[config.mk]
export PLATFORM = sky130hd
export DESIGN_NAME = poly_eval_stream
export DESIGN_NICKNAME = d
export VERILOG_FILES = /design/src/rtl/poly_eval_pkg.sv /design/src/rtl/horner_step.sv /design/src/rtl/poly_eval_stream.sv
export SDC_FILE = /design/constraint.sdc
export NUM_CORES = 1
export LEC_CHECK = 0
export BUFFER_PORTS_ARGS = -buffer_cell sky130_fd_sc_hd__buf_2
export CORE_MARGIN = 2
export CORE_UTILIZATION = 62
export DETAILED_ROUTE_END_ITERATION = 12
export GPL_ROUTABILITY_DRIVEN = 0
export PLACE_DENSITY = 0.81
export RECOVER_POWER = 50
export SLEW_MARGIN = 0
export SYNTH_ARGS = -nofsm -noshare
export SYNTH_HDL_FRONTEND = slang
export SYNTH_SLANG_ARGS = --single-unit
export TNS_END_PERCENT = 10
[constraint.sdc]
create_clock -name clk -period 5.2 [get_ports clk]
set_input_delay 0.78 -clock clk [delete_from_list [all_inputs] [get_ports clk]]
set_output_delay 0.78 -clock clk [all_outputs]
set_load 0.02 [all_outputs]
[src/rtl/poly_eval_pkg.sv]
// Shared definitions for the streaming polynomial evaluator: FSM state
// encoding, degree-field width derivation and degree clamping.
package poly_eval_pkg;

  // Controller states; two bits cover all three.
  typedef enum logic [1:0] {
    S_IDLE = 2'd0,
    S_COEF = 2'd1,
    S_DONE = 2'd2
  } state_t;

  // Width of the degree field: enough bits to hold 0..max_degree, never 0.
  function automatic int calc_dw(input int max_degree);
    int w;
    w = $clog2(max_degree + 32'sd1);
    if (w < 32'sd1) begin
      w = 32'sd1;
    end else begin
      w = w;
    end
    return w;
  endfunction

  // Limit a requested degree to the largest degree the instance supports.
  function automatic int clamp_degree(input int degree, input int max_degree);
    int d;
    if (degree > max_degree) begin
      d = max_degree;
    end else begin
      d = degree;
    end
    return d;
  endfunction

endpackage

[src/rtl/horner_step.sv]
// One Horner multiply-accumulate step: acc*x + c, reduced to WIDTH bits,
// with a flag raised when any bit above WIDTH is set.
module horner_step #(
  parameter int WIDTH = 8
) (
  input  logic [WIDTH-1:0] acc,
  input  logic [WIDTH-1:0] x,
  input  logic [WIDTH-1:0] c,
  output logic [WIDTH-1:0] next_acc,
  output logic             step_ovf
);

  // Full-precision result: product needs 2*WIDTH bits, the add one more.
  localparam int FW = 2 * WIDTH + 1;

  logic [FW-1:0] w_full;

  assign w_full   = FW'(acc) * FW'(x) + FW'(c);
  assign next_acc = w_full[WIDTH-1:0];
  assign step_ovf = |w_full[FW-1:WIDTH];

endmodule

[src/rtl/poly_eval_stream.sv]
// Streaming polynomial evaluator. The first accepted beat carries x and the
// degree; the following beats carry coefficients, highest order first, and
// each one is folded into the accumulator with a single Horner step. The
// result is then offered on a valid/ready output until the consumer takes it.
module poly_eval_stream
  import poly_eval_pkg::*;
#(
  parameter  int WIDTH      = 8,
  parameter  int MAX_DEGREE = 3,
  localparam int DW         = calc_dw(MAX_DEGREE)
) (
  input  logic             clk,
  input  logic             resetn,
  input  logic             in_valid,
  output logic             in_ready,
  input  logic [WIDTH-1:0] in_data,
  input  logic [DW-1:0]    in_degree,
  output logic             out_valid,
  input  logic             out_ready,
  output logic [WIDTH-1:0] out_result,
  output logic             out_overflow,
  output logic             busy
);

  state_t           r_state;
  logic [WIDTH-1:0] r_x;
  logic [WIDTH-1:0] r_acc;
  logic             r_ovf;
  logic [DW-1:0]    r_deg;
  logic [DW-1:0]    r_count;
  logic             r_in_ready;
  logic             r_out_valid;
  logic             r_busy;
  logic [WIDTH-1:0] r_out_result;
  logic             r_out_overflow;

  logic             w_accept;
  logic [DW-1:0]    w_deg_clamped;
  logic [WIDTH-1:0] w_next_acc;
  logic             w_step_ovf;
  logic             w_ovf_sum;

  // in_ready is a register, so acceptance never depends combinationally on
  // anything the source can change within the cycle.
  assign w_accept      = in_valid && r_in_ready;
  assign w_deg_clamped = DW'(clamp_degree(int'(in_degree), MAX_DEGREE));
  assign w_ovf_sum     = r_ovf | w_step_ovf;

  // Single shared multiply-accumulate; on the first coefficient acc is 0,
  // so the step simply loads c_n.
  horner_step #(
    .WIDTH(WIDTH)
  ) u_horner_step (
    .acc      (r_acc),
    .x        (r_x),
    .c        (in_data),
    .next_acc (w_next_acc),
    .step_ovf (w_step_ovf)
  );

  // Controller and datapath registers, including every registered output.
  always_ff @(posedge clk) begin
    if (!resetn) begin
      r_state        <= S_IDLE;
      r_x            <= '0;
      r_acc          <= '0;
      r_ovf          <= 1'b0;
      r_deg          <= '0;
      r_count        <= '0;
      r_in_ready     <= 1'b1;
      r_out_valid    <= 1'b0;
      r_busy         <= 1'b0;
      r_out_result   <= '0;
      r_out_overflow <= 1'b0;
    end else begin
      case (r_state)
        S_IDLE: begin
          if (w_accept) begin
            r_x     <= in_data;
            r_deg   <= w_deg_clamped;
            r_count <= '0;
            r_acc   <= '0;
            r_ovf   <= 1'b0;
            r_busy  <= 1'b1;
            r_state <= S_COEF;
          end else begin
            r_state <= S_IDLE;
          end
        end

        S_COEF: begin
          if (w_accept) begin
            r_acc <= w_next_acc;
            r_ovf <= w_ovf_sum;
            if (r_count == r_deg) begin
              // Last coefficient: present the result from the next cycle on.
              r_out_result   <= w_next_acc;
              r_out_overflow <= w_ovf_sum;
              r_out_valid    <= 1'b1;
              r_in_ready     <= 1'b0;
              r_state        <= S_DONE;
            end else begin
              r_count <= r_count + DW'(1'b1);
            end
          end else begin
            // Source gap: everything holds.
            r_state <= S_COEF;
          end
        end

        S_DONE: begin
          // Input beats are ignored here; only the output handshake moves on.
          if (out_ready) begin
            r_out_valid <= 1'b0;
            r_in_ready  <= 1'b1;
            r_busy      <= 1'b0;
            r_state     <= S_IDLE;
          end else begin
            r_state <= S_DONE;
          end
        end

        default: begin
          r_out_valid <= 1'b0;
          r_in_ready  <= 1'b1;
          r_busy      <= 1'b0;
          r_state     <= S_IDLE;
        end
      endcase
    end
  end

  assign in_ready     = r_in_ready;
  assign out_valid    = r_out_valid;
  assign out_result   = r_out_result;
  assign out_overflow = r_out_overflow;
  assign busy         = r_busy;

endmodule

==> results.ini, run 1 <==
[worst_setup_path]
regToRegEndpoint = out_overflow
path_class = reg2reg
crit_required_ps = 5340
rr_worst_depth = 14
critPathLaunchType = flop
rrSetupSlack_ps = 470
timing.rr.start = r_acc[4]
cp_max_fo = 9
cp_data_arrival_time_ps = 4870
critPathCaptureType = flop

[power_and_ir_drop]
vdd_drop_max_uv = 216
p_int_mw = 0.493
p_leak_nw = 1.84
pwr-share-seq_pct = 44.1
combinationalPowerShare_pct = 20.9
power.net_switching_mw = 0.237
powerDensity_nw_per_um2 = 180
clkPwrFrac_pct = 35.0
netSwitchingFraction_pct = 32.4
power_mw = 0.730

[sta]
fin_tns_setup_ps = 0
fmax_mhz = 212
maxSlewHeadroom_pct = 43.1
fin_ws_ps = 474
worstMarginPinSlew_ps = 851
period_share_pct = 90.9
slew_violations = 0
rsz0062_at_grt = no
finalHoldViolCount = 0
period_minus_slack_ps = 4730
setup_viol = 0
fin_skew_ps = 12.1

[place]
hpwl_um = 6400
place_ws_ps = 427
io_buffers = 25

[grt]
antenna_found_initial = 0
gr-total-overflow = 0
grt_max_degree = 37
grt_pass1_vias = 2996
grt_pass1_wl_um = 14000
grt_util_all_layers_pct = 27.2

[routing]
first_iter_violations = 113
wl_um = 8320
drc = 0
via_count = 2953
postRouteAntennaNets = 0
routed_via_density = 5.58
firstDrtPassIters = 4
wl_per_cell_um = 15.7

[clock_network]
clockRootBuffer = clkbuf_8
path_clk_slew_ps = 90
cts_tree = built
htreeDepth = 2
cts_buffers = 5
postCtsHoldBufs = 0
postCtsSetupBuffers = 0
post_cts_resized = 0
ctsLongestPathBuffers = 2
cts.sinks = 35
clk_latency_ps = 290

[floorplan]
die_x_um = 82.4
core-area_um2 = 5920
dieArea_um2 = 6790
io_pins = 26
initial_core_util_pct = 64.4
die_h_um = 82.4
rows = 28

[synthesis]
ys_warn_count = 0
synth_cell_type_count = 51
avgSynthCellArea_um2 = 8.64
syn_area_um2 = 3810
synthCells = 441
synth.yosys.seq_area_share_pct = 18.4
ys_ff_latch = 35
syn_nets = 539
synth_edf_count = 0
synthArstFlopShare_pct = 0
synthFlopType = dfxtp_1

[final_layout]
fin_util_pct = 68.4
drive_gt1_share_pct = 8.59
antenna_cells = 0
fill_cells = 495
fin_nets = 551
layout-area-overhead-vs-synth_pct = 6.27

[run]
maxCapViolCount = 0

[outcome]
status = finished clean

[worst_hold_path]
hp-start = r_ovf
hp-class = reg2reg
min_path_cells = 2
hold-path-endpoint = r_ovf

==> cells in the final DEF, fill, tap and decap left out, types with 2 or more instances in the layout <==
cell type  instances
nand2_1           78
and2b_2            2
xor2_1             3
ha_1              40
nor3_1             3
clkbuf_8           5
xnor2_1            5
dfxtp_1           35
a21oi_1           11
o21ai_0           11
a211oi_2           2
or2_2              2
clkbuf_1          12
mux2i_1            8
inv_1             63
nor2_1            10
buf_2             13
a21oi_2            2
nand3_1           12
fa_1              44
nor2b_1            9
o211ai_1           2
o211ai_2           2
and2_1            25
a21boi_0          22
o211a_1            2
==> worst max-delay path by stage <==
stage | from | end | slack [ps] | cells after the start
after floorplan | in_data[7] | r_ovf | 820 | 14
after global placement | in_data[7] | out_overflow | 520 | 15
after detailed placement | in_data[7] | out_overflow | 430 | 15
after CTS | r_acc[3] | out_overflow | 500 | 14
after global routing | r_acc[2] | out_overflow | 290 | 14
final | r_acc[4] | out_overflow | 470 | 14
==> worst max-delay path, cell delays in order (launching register included) <==
cell and delay, ps:
dfxtp_1 640, nand2_1 150, fa_1 550, fa_1 470, fa_1 550, fa_1 550, inv_1 40, ha_1 330
a21oi_1 240, o21ai_0 150, xnor2_1 190, o2111a_1 200, nand4_1 110, nor4_2 280, a21oi_1 120
==> synthesized netlist by cell type (all sizes together), types with 4 or more instances <==
master  number  share of area, %
nand2       78               7.7
inv         63               6.2
fa          44                23
ha          40                13
dfxtp       35                18
and2        27               4.5
a21boi      22               4.3
clkbuf      19               1.9
a21oi       13               1.9
nand3       13               1.8
o21ai       13               1.8
nor2        11               1.2
nor2b       10               1.8
mux2i        8               2.1
xnor2        5               1.1
o211ai       4               1.0
==> routing by layer <==
layer / up-vias / track usage (%) / part of all wire [%]
li1: 1433 / - / -
met1: 1436 / 36.3 / 46
met2: 66 / 45.6 / 48
met5: - / 0 / 0
met3: 18 / 4.13 / 3.3
met4: 0 / 8.33 / 2.0
==> registers in the layout, indices dropped and copies added, names as in the netlist <==
signal	flops
out_valid	1
r_deg	2
r_x	8
r_state	2
in_ready	1
r_count	2
r_acc	8
r_ovf	1
out_overflow	1
busy	1
out_result	8
==> cell type report <==
cell class | instances | area (µm²) | share of cell area, %
sequential | 35 | 701 | 17.3
clock inverter | 3 | 47.5 | 1.17
clock buffer | 5 | 68.8 | 1.70
tap | 75 | 93.8 | 2.32
inverter | 63 | 236 | 5.84
multi-input combinational | 323 | 2790 | 69.0
timing repair buffer | 25 | 110 | 2.72
==> stage by stage <==
stage	hold WS (ps)	instances	instance area, µm²
2_1_floorplan	448	441	3810
3_5_place_dp	471	521	3950
3_3_place_gp	452	521	3950
4_1_cts	484	529	4070
6_report	489	529	4050
5_1_grt	520	529	4050
==> power by group through the flow <==
stage                     clock [mW]  sequential (mW)  combinational, mW
final                          0.256            0.322              0.153
after global routing           0.271            0.324              0.173
after CTS                      0.259            0.321              0.155
after detailed placement           0            0.327              0.153
after global placement             0            0.325              0.148
after floorplan                    0            0.311              0.121
==> kinds of logic after synthesis <==
group,after synthesis,share of synthesized area (%)
AO/OA/AOI/OAI,66,12.6
XOR/XNOR,8,1.84
buffers and inverters,83,8.27
flip-flops,35,18.4
adder cells (fa/ha/maj),84,36.2
multiplexers,8,2.10
AND/OR/NAND/NOR,157,20.5
Power figures use the tool's default switching activity.
==> run 2, diff against run 1 <==
--- a/config.mk
+++ b/config.mk
@@ -6,7 +6,6 @@
 export NUM_CORES = 1
 export LEC_CHECK = 0
 export BUFFER_PORTS_ARGS = -buffer_cell sky130_fd_sc_hd__buf_2
-export CORE_MARGIN = 2
 export CORE_UTILIZATION = 62
 export DETAILED_ROUTE_END_ITERATION = 12
 export GPL_ROUTABILITY_DRIVEN = 0
==> run 2 against run 1 <==
Against the previous run:
- count of clock-buffer cells in the layout unchanged
- fmax grew 2.2%
- global-route usage decreased by 0.65 points
- setup slack gained 100 ps
- clock power barely moved
- sequential share of layout area unchanged
==> results.ini, run 2 (synthesis results as in run 1) <==
[worst_setup_path]
regToRegEndpoint = out_overflow
critPathCapture = out_overflow
rr_worst_depth = 14  ; unchanged
crit_top_cell = fa_1
max_stage_delay_ps = 600  ; -40 ps
timing.rr.start = r_acc[3]
crit_buf_inv = 1  ; unchanged
cp_slowest_cell = dfxtp_1
startpoint = r_acc[3]
critPathLaunchType = flop
cpLargestDelayFamily = adder cells
path_cells = nand2_1, fa_1, fa_1, fa_1, fa_1, inv_1, ha_1, a21oi_1, o21ai_0, xnor2_1, o2111a_1, nand4_1, nor4_2, a21oi_1
crit_required_ps = 5350  ; about the same
cp_data_arrival_time_ps = 4780  ; -90 ps
rrSetupSlack_ps = 580  ; +100 ps
critPathCaptureType = flop
cp_max_fo = 9  ; unchanged
cp.depth = 14  ; unchanged
path_class = reg2reg

[run]
maxCapViolCount = 0  ; unchanged

[floorplan]
core-area_um2 = 5920  ; unchanged
die_h_um = 80.4  ; -2.4%
io_pins = 26  ; unchanged
dieArea_um2 = 6470  ; -4.8%
rows = 28  ; unchanged
die_x_um = 80.4  ; -2.4%
initial_core_util_pct = 64.4  ; unchanged

[sta]
setup_viol = 0  ; unchanged
maxSlewHeadroom_pct = 45.5  ; +2.5 points
fin_skew_ps = 5.95  ; -6.18 ps
fin_tns_setup_ps = 0  ; unchanged
period_share_pct = 88.9  ; -2.0 points
worstMarginPinSlew_ps = 814  ; -36.7 ps
fin_ws_ps = 576  ; +102 ps
fmax_mhz = 216  ; +2.2%
rsz0062_at_grt = no
finalHoldViolCount = 0  ; unchanged
period_minus_slack_ps = 4620  ; -102 ps
slew_violations = 0  ; unchanged

[final_layout]
layout_common_cells = nand2_1 (78), inv_1 (63), fa_1 (44)
fin_nets = 551  ; unchanged
layout-area-overhead-vs-synth_pct = 6.27  ; unchanged
final_common_cell = nand2_1
drive_gt1_share_pct = 8.59  ; unchanged
antenna_cells = 0  ; unchanged

[grt]
antenna_found_initial = 0  ; unchanged
gr-total-overflow = 0  ; unchanged
grt_max_degree = 37  ; unchanged
grt_pass1_wl_um = 13100  ; -6.0%
grt_pass1_vias = 2797  ; -6.6%
grt_util_all_layers_pct = 26.6  ; -0.65 points

[power_and_ir_drop]
powerDensity_nw_per_um2 = 179  ; -0.74%
p_leak_nw = 1.84  ; unchanged
vdd_drop_max_uv = 204  ; -5.5%

[clock_network]
postCtsSetupBuffers = 0  ; unchanged
cts_tree = built
htreeDepth = 2  ; unchanged
post_cts_resized = 0  ; unchanged
ctsLongestPathBuffers = 2  ; unchanged
clockRootBuffer = clkbuf_8
cts_buffers = 5  ; unchanged
clk_latency_ps = 290  ; about the same
path_clk_slew_ps = 80  ; about the same
cts.sinks = 35  ; unchanged
postCtsHoldBufs = 0  ; unchanged

[outcome]
status = finished clean

[routing]
wl_um = 7710  ; -7.4%
wl_per_cell_um = 14.6  ; -7.4%
via_count = 2924  ; -0.98%
drc = 0  ; unchanged
first_iter_violations = 138  ; +22%
postRouteAntennaNets = 0  ; unchanged
routed_via_density = 5.53  ; -0.98%
firstDrtPassIters = 5  ; +1

[place]
hpwl_um = 6120  ; -4.4%
place_ws_ps = 402  ; -24.7 ps
io_buffers = 25  ; unchanged

[worst_hold_path]
hp-class = reg2reg

==> run 2: cell counts in the layout (fill, tap and decap cells not counted) <==
No cell type changed its count.
==> run 2: power breakdown <==
group | switching, mW | leakage, nW | total, mW | internal, mW
clock | 0.109 | 0.0587 | 0.254 | 0.145
combinational | 0.0893 | 1.50 | 0.150 | 0.0608
sequential | 0.0338 | 0.285 | 0.320 | 0.287
total | 0.232 | 1.84 | 0.724 | 0.493
==> run 2: worst min-delay path: cells and delay by family (launching register included) <==
family	cells	cell delay (ps)
flip-flops	1	310
AO/OA/AOI/OAI	1	70
AND/OR/NAND/NOR	1	50
==> run 2: area by class of cell <==
class | count | area, µm²
Tap cell | 75 | 93.8
Sequential cell | 35 | 701
Fill cell | 491 | 1870
Clock buffer | 5 | 68.8
Clock inverter | 3 | 47.5
Inverter | 63 | 236
Multi-Input combinational cell | 323 | 2790
Timing Repair Buffer | 25 | 110
==> run 2: worst min path at each step <==
| stage | cells past startpoint | start | slack, ps | end |
|---|---|---|---|---|
| after floorplan | 2 | r_ovf | 450 | r_ovf |
| after global placement | 2 | busy | 450 | busy |
| after detailed placement | 2 | busy | 460 | busy |
| after CTS | 2 | busy | 480 | busy |
| after global routing | 2 | r_ovf | 520 | r_ovf |
| final | 2 | busy | 480 | busy |
==> run 2: metrics by stage <==
step	util [%]	hold slack, ps	std cells	cell area (µm²)	power, mW
floorplan	-	448	441	3810	0.432
global placement	66.8	455	521	3950	0.473
detailed placement	66.8	464	521	3950	0.479
CTS	68.7	477	529	4070	0.731
global route	68.4	521	529	4050	0.765
finish	68.4	479	529	4050	0.724
==> run 2: routing by layer <==
layer,GRT usage [%],wire [µm],vias to the layer above
met5,0,0,-
met4,6.07,80,0
met3,4.89,434,9
met2,44.1,3670,85
met1,35.8,3520,1401
li1,-,-,1429
==> run 3, diff against run 2 <==
--- a/config.mk
+++ b/config.mk
@@ -5,11 +5,12 @@
 export SDC_FILE = /design/constraint.sdc
 export NUM_CORES = 1
 export LEC_CHECK = 0
+export ABC_AREA = 1
 export BUFFER_PORTS_ARGS = -buffer_cell sky130_fd_sc_hd__buf_2
 export CORE_UTILIZATION = 62
 export DETAILED_ROUTE_END_ITERATION = 12
 export GPL_ROUTABILITY_DRIVEN = 0
-export PLACE_DENSITY = 0.81
+export PLACE_DENSITY = 0.91
 export RECOVER_POWER = 50
 export SLEW_MARGIN = 0
 export SYNTH_ARGS = -nofsm -noshare
==> run 3 against run 2 <==
Against the previous run:
- via count increased by 19%
- clock skew grew 3.6 ps
- utilization increased by 0.43 points
- critical path depth up 5
- global-route usage rose by 2.5 points
- final cell count is 22% higher
- critical endpoint is now r_ovf
- combinational power is 110% higher
==> results.ini, run 3 <==
[routing]
routed_via_density = 5.41  ; -2.1%
first_iter_violations = 285  ; +110%
postRouteAntennaNets = 0  ; unchanged
wl_um = 8930  ; +16%
wl_per_cell_um = 13.8  ; -5.1%
drc = 0  ; unchanged
firstDrtPassIters = 5  ; unchanged
via_count = 3494  ; +19%

[synthesis]
synthDominantCellAreaShare_pct = 22.3  ; -0.78 points
ys_top_cells_by_count = nand2_1 (158), inv_1 (118), fa_1 (44)
synth_cell_type_count = 28  ; -45%
avgSynthCellArea_um2 = 7.07  ; -18%
synth.most_common_cell = nand2_1
ys_ff_latch = 35  ; unchanged
synth_edf_count = 0  ; unchanged
syn_nets = 656  ; +22%
synthArstFlopShare_pct = 0  ; unchanged
synthTopCellsByArea = fa_1 (22%), dfxtp_1 (18%), nand2_1 (15%), ha_1 (13%), inv_1 (11%)
synthFlopType = dfxtp_1
syn_area_um2 = 3950  ; +3.5%
synthCells = 558  ; +27%
yosysTopAreaCell = fa_1
ys_warn_count = 0  ; unchanged
synth.yosys.seq_area_share_pct = 17.8  ; -0.62 points

[worst_setup_path]
critPathCaptureType = flop
critPathLaunchType = flop
path_class = reg2reg
crit_required_ps = 5370  ; +20 ps
cp_max_fo = 9  ; unchanged
cp_data_arrival_time_ps = 4620  ; -160 ps

[clock_network]
cts.sinks = 35  ; unchanged
cts_tree = built
path_clk_slew_ps = 70  ; about the same
clk_latency_ps = 300  ; about the same
cts_buffers = 5  ; unchanged
htreeDepth = 2  ; unchanged
postCtsHoldBufs = 0  ; unchanged
clockRootBuffer = clkbuf_8
ctsLongestPathBuffers = 2  ; unchanged
postCtsSetupBuffers = 0  ; unchanged
post_cts_resized = 0  ; unchanged

[final_layout]
antenna_cells = 0  ; unchanged
fin_nets = 668  ; +21%
stdcell_count = 646  ; +22%
layout_common_cells = nand2_1 (158), inv_1 (120), fa_1 (44)
fin_util_pct = 68.9  ; +0.43 points
layout-area-overhead-vs-synth_pct = 5.14
final_common_cell = nand2_1
drive_gt1_share_pct = 7.88  ; -0.71 points
fill_cells = 503  ; +2.4%

[sta]
rsz0062_at_grt = no
fin_tns_setup_ps = 0  ; unchanged
hold_slack_ps = 466  ; -12.5 ps
worstMarginPinSlew_ps = 848  ; +34.1 ps
fin_skew_ps = 9.54  ; +3.59 ps
period_share_pct = 85.6  ; -3.3 points
setup_viol = 0  ; unchanged
slew_violations = 0  ; unchanged
fin_ws_ps = 746  ; +170 ps
fmax_mhz = 225  ; +3.8%
finalHoldViolCount = 0  ; unchanged
period_minus_slack_ps = 4450  ; -170 ps
maxSlewHeadroom_pct = 43.3  ; -2.3 points

[floorplan]
die_x_um = 81.8  ; +1.7%
die_h_um = 81.8  ; +1.7%
io_pins = 26  ; unchanged
dieArea_um2 = 6690  ; +3.4%
initial_core_util_pct = 65.5  ; +1.1 points
core-area_um2 = 6030  ; +1.8%
rows = 28  ; unchanged

[grt]
grt_pass1_vias = 3381  ; +21%
grt_util_all_layers_pct = 29.1  ; +2.5 points
antenna_found_initial = 0  ; unchanged
gr-total-overflow = 0  ; unchanged
grt_max_degree = 20  ; -46%
grt_pass1_wl_um = 14900  ; +13%

[power_and_ir_drop]
vdd_drop_max_uv = 267  ; +31%
p_leak_nw = 2.27  ; +23%
powerDensity_nw_per_um2 = 212  ; +19%

[worst_hold_path]
hp-class = reg2reg

[place]
hpwl_um = 7150  ; +17%
dp.cells = 638  ; +22%
io_buffers = 25  ; unchanged
place_ws_ps = 608  ; +206 ps

[outcome]
status = finished clean

[run]
maxCapViolCount = 0  ; unchanged

## run 3: changes by cell type after synthesis, sizes merged, moves of 10 or more
cell    previous run  this run
nor2              11        46
a21boi            22         0
a21oi             13        29
and2              27         1
nor2b             10         0
inv               63       125
nand2             78       165
## run 3: worst max-delay path, cell delays in order (launching register included)
cell and delay (ps):
dfxtp_1 650, nand2_1 170, fa_1 580, fa_1 440, fa_1 520, fa_1 560, inv_1 50, ha_1 340
nand2_1 80, nand2_1 80, nand2_1 90, nand2_1 70, a21oi_1 180, nand2_1 70, nand2_1 60, nand2_1 50
nor2_1 120, nand3_2 80, nand2_1 80, a21oi_2 50
## run 3: layout make-up
class	instances	area (µm²)	share of cell area, %
multi-input combinational	376	2680	64.6
inverter	126	473	11.4
clock inverter	3	15.0	0.362
timing repair buffer	26	116	2.80
clock buffer	5	68.8	1.66
sequential	35	701	16.9
tap	75	93.8	2.26
## run 3: cells by family (layout without fill, tap and decap cells)
kind of cell	Yosys count	after routing	synth area share, %
adders and majority gates	84	84	35.0
xor gates and xnor gates	5	5	1.11
and+or+nand+nor	237	237	25.0
buffers and inverters	147	160	14.2
AOI/OAI and AO/OA	50	50	6.91
DFF	35	35	17.8
## run 3: path summary, 6_finish.rpt
check | startpoint | to | slack [ps] | depth (start not counted)
hold reg to reg | out_valid | out_valid | 470 | 2
setup / recovery | r_acc[5] | r_ovf | 750 | 19
hold / removal | out_valid | out_valid | 470 | 2
setup reg to reg | r_acc[5] | r_ovf | 750 | 19
## run 3: per-layer routing
metal  wire length [µm]  vias up  part of all wire (%)  GRT usage [%]
li1                   -     1679                     -              -
met1               3740     1654                    42           37.5
met2               4430      143                    50           50.3
met3                611       18                   6.8           4.00
met4                147        0                   1.6           8.42
met5                  0        -                     0              0
## run 3: metrics by stage
| stage | instance area, µm² | total power [mW] |
|---|---|---|
| after detailed placement | 4080 | 0.685 |
| after CTS | 4170 | 0.880 |
| after floorplan | 3950 | 0.598 |
| after global routing | 4150 | 0.939 |
| final | 4150 | 0.880 |
| after global placement | 4080 | 0.668 |
## run 3: power breakdown
part           leakage (nW)  switching [mW]  internal [mW]
logic                  1.94           0.202          0.107
registers             0.286          0.0669          0.308
clock network        0.0477           0.105         0.0917
total                  2.27           0.373          0.507
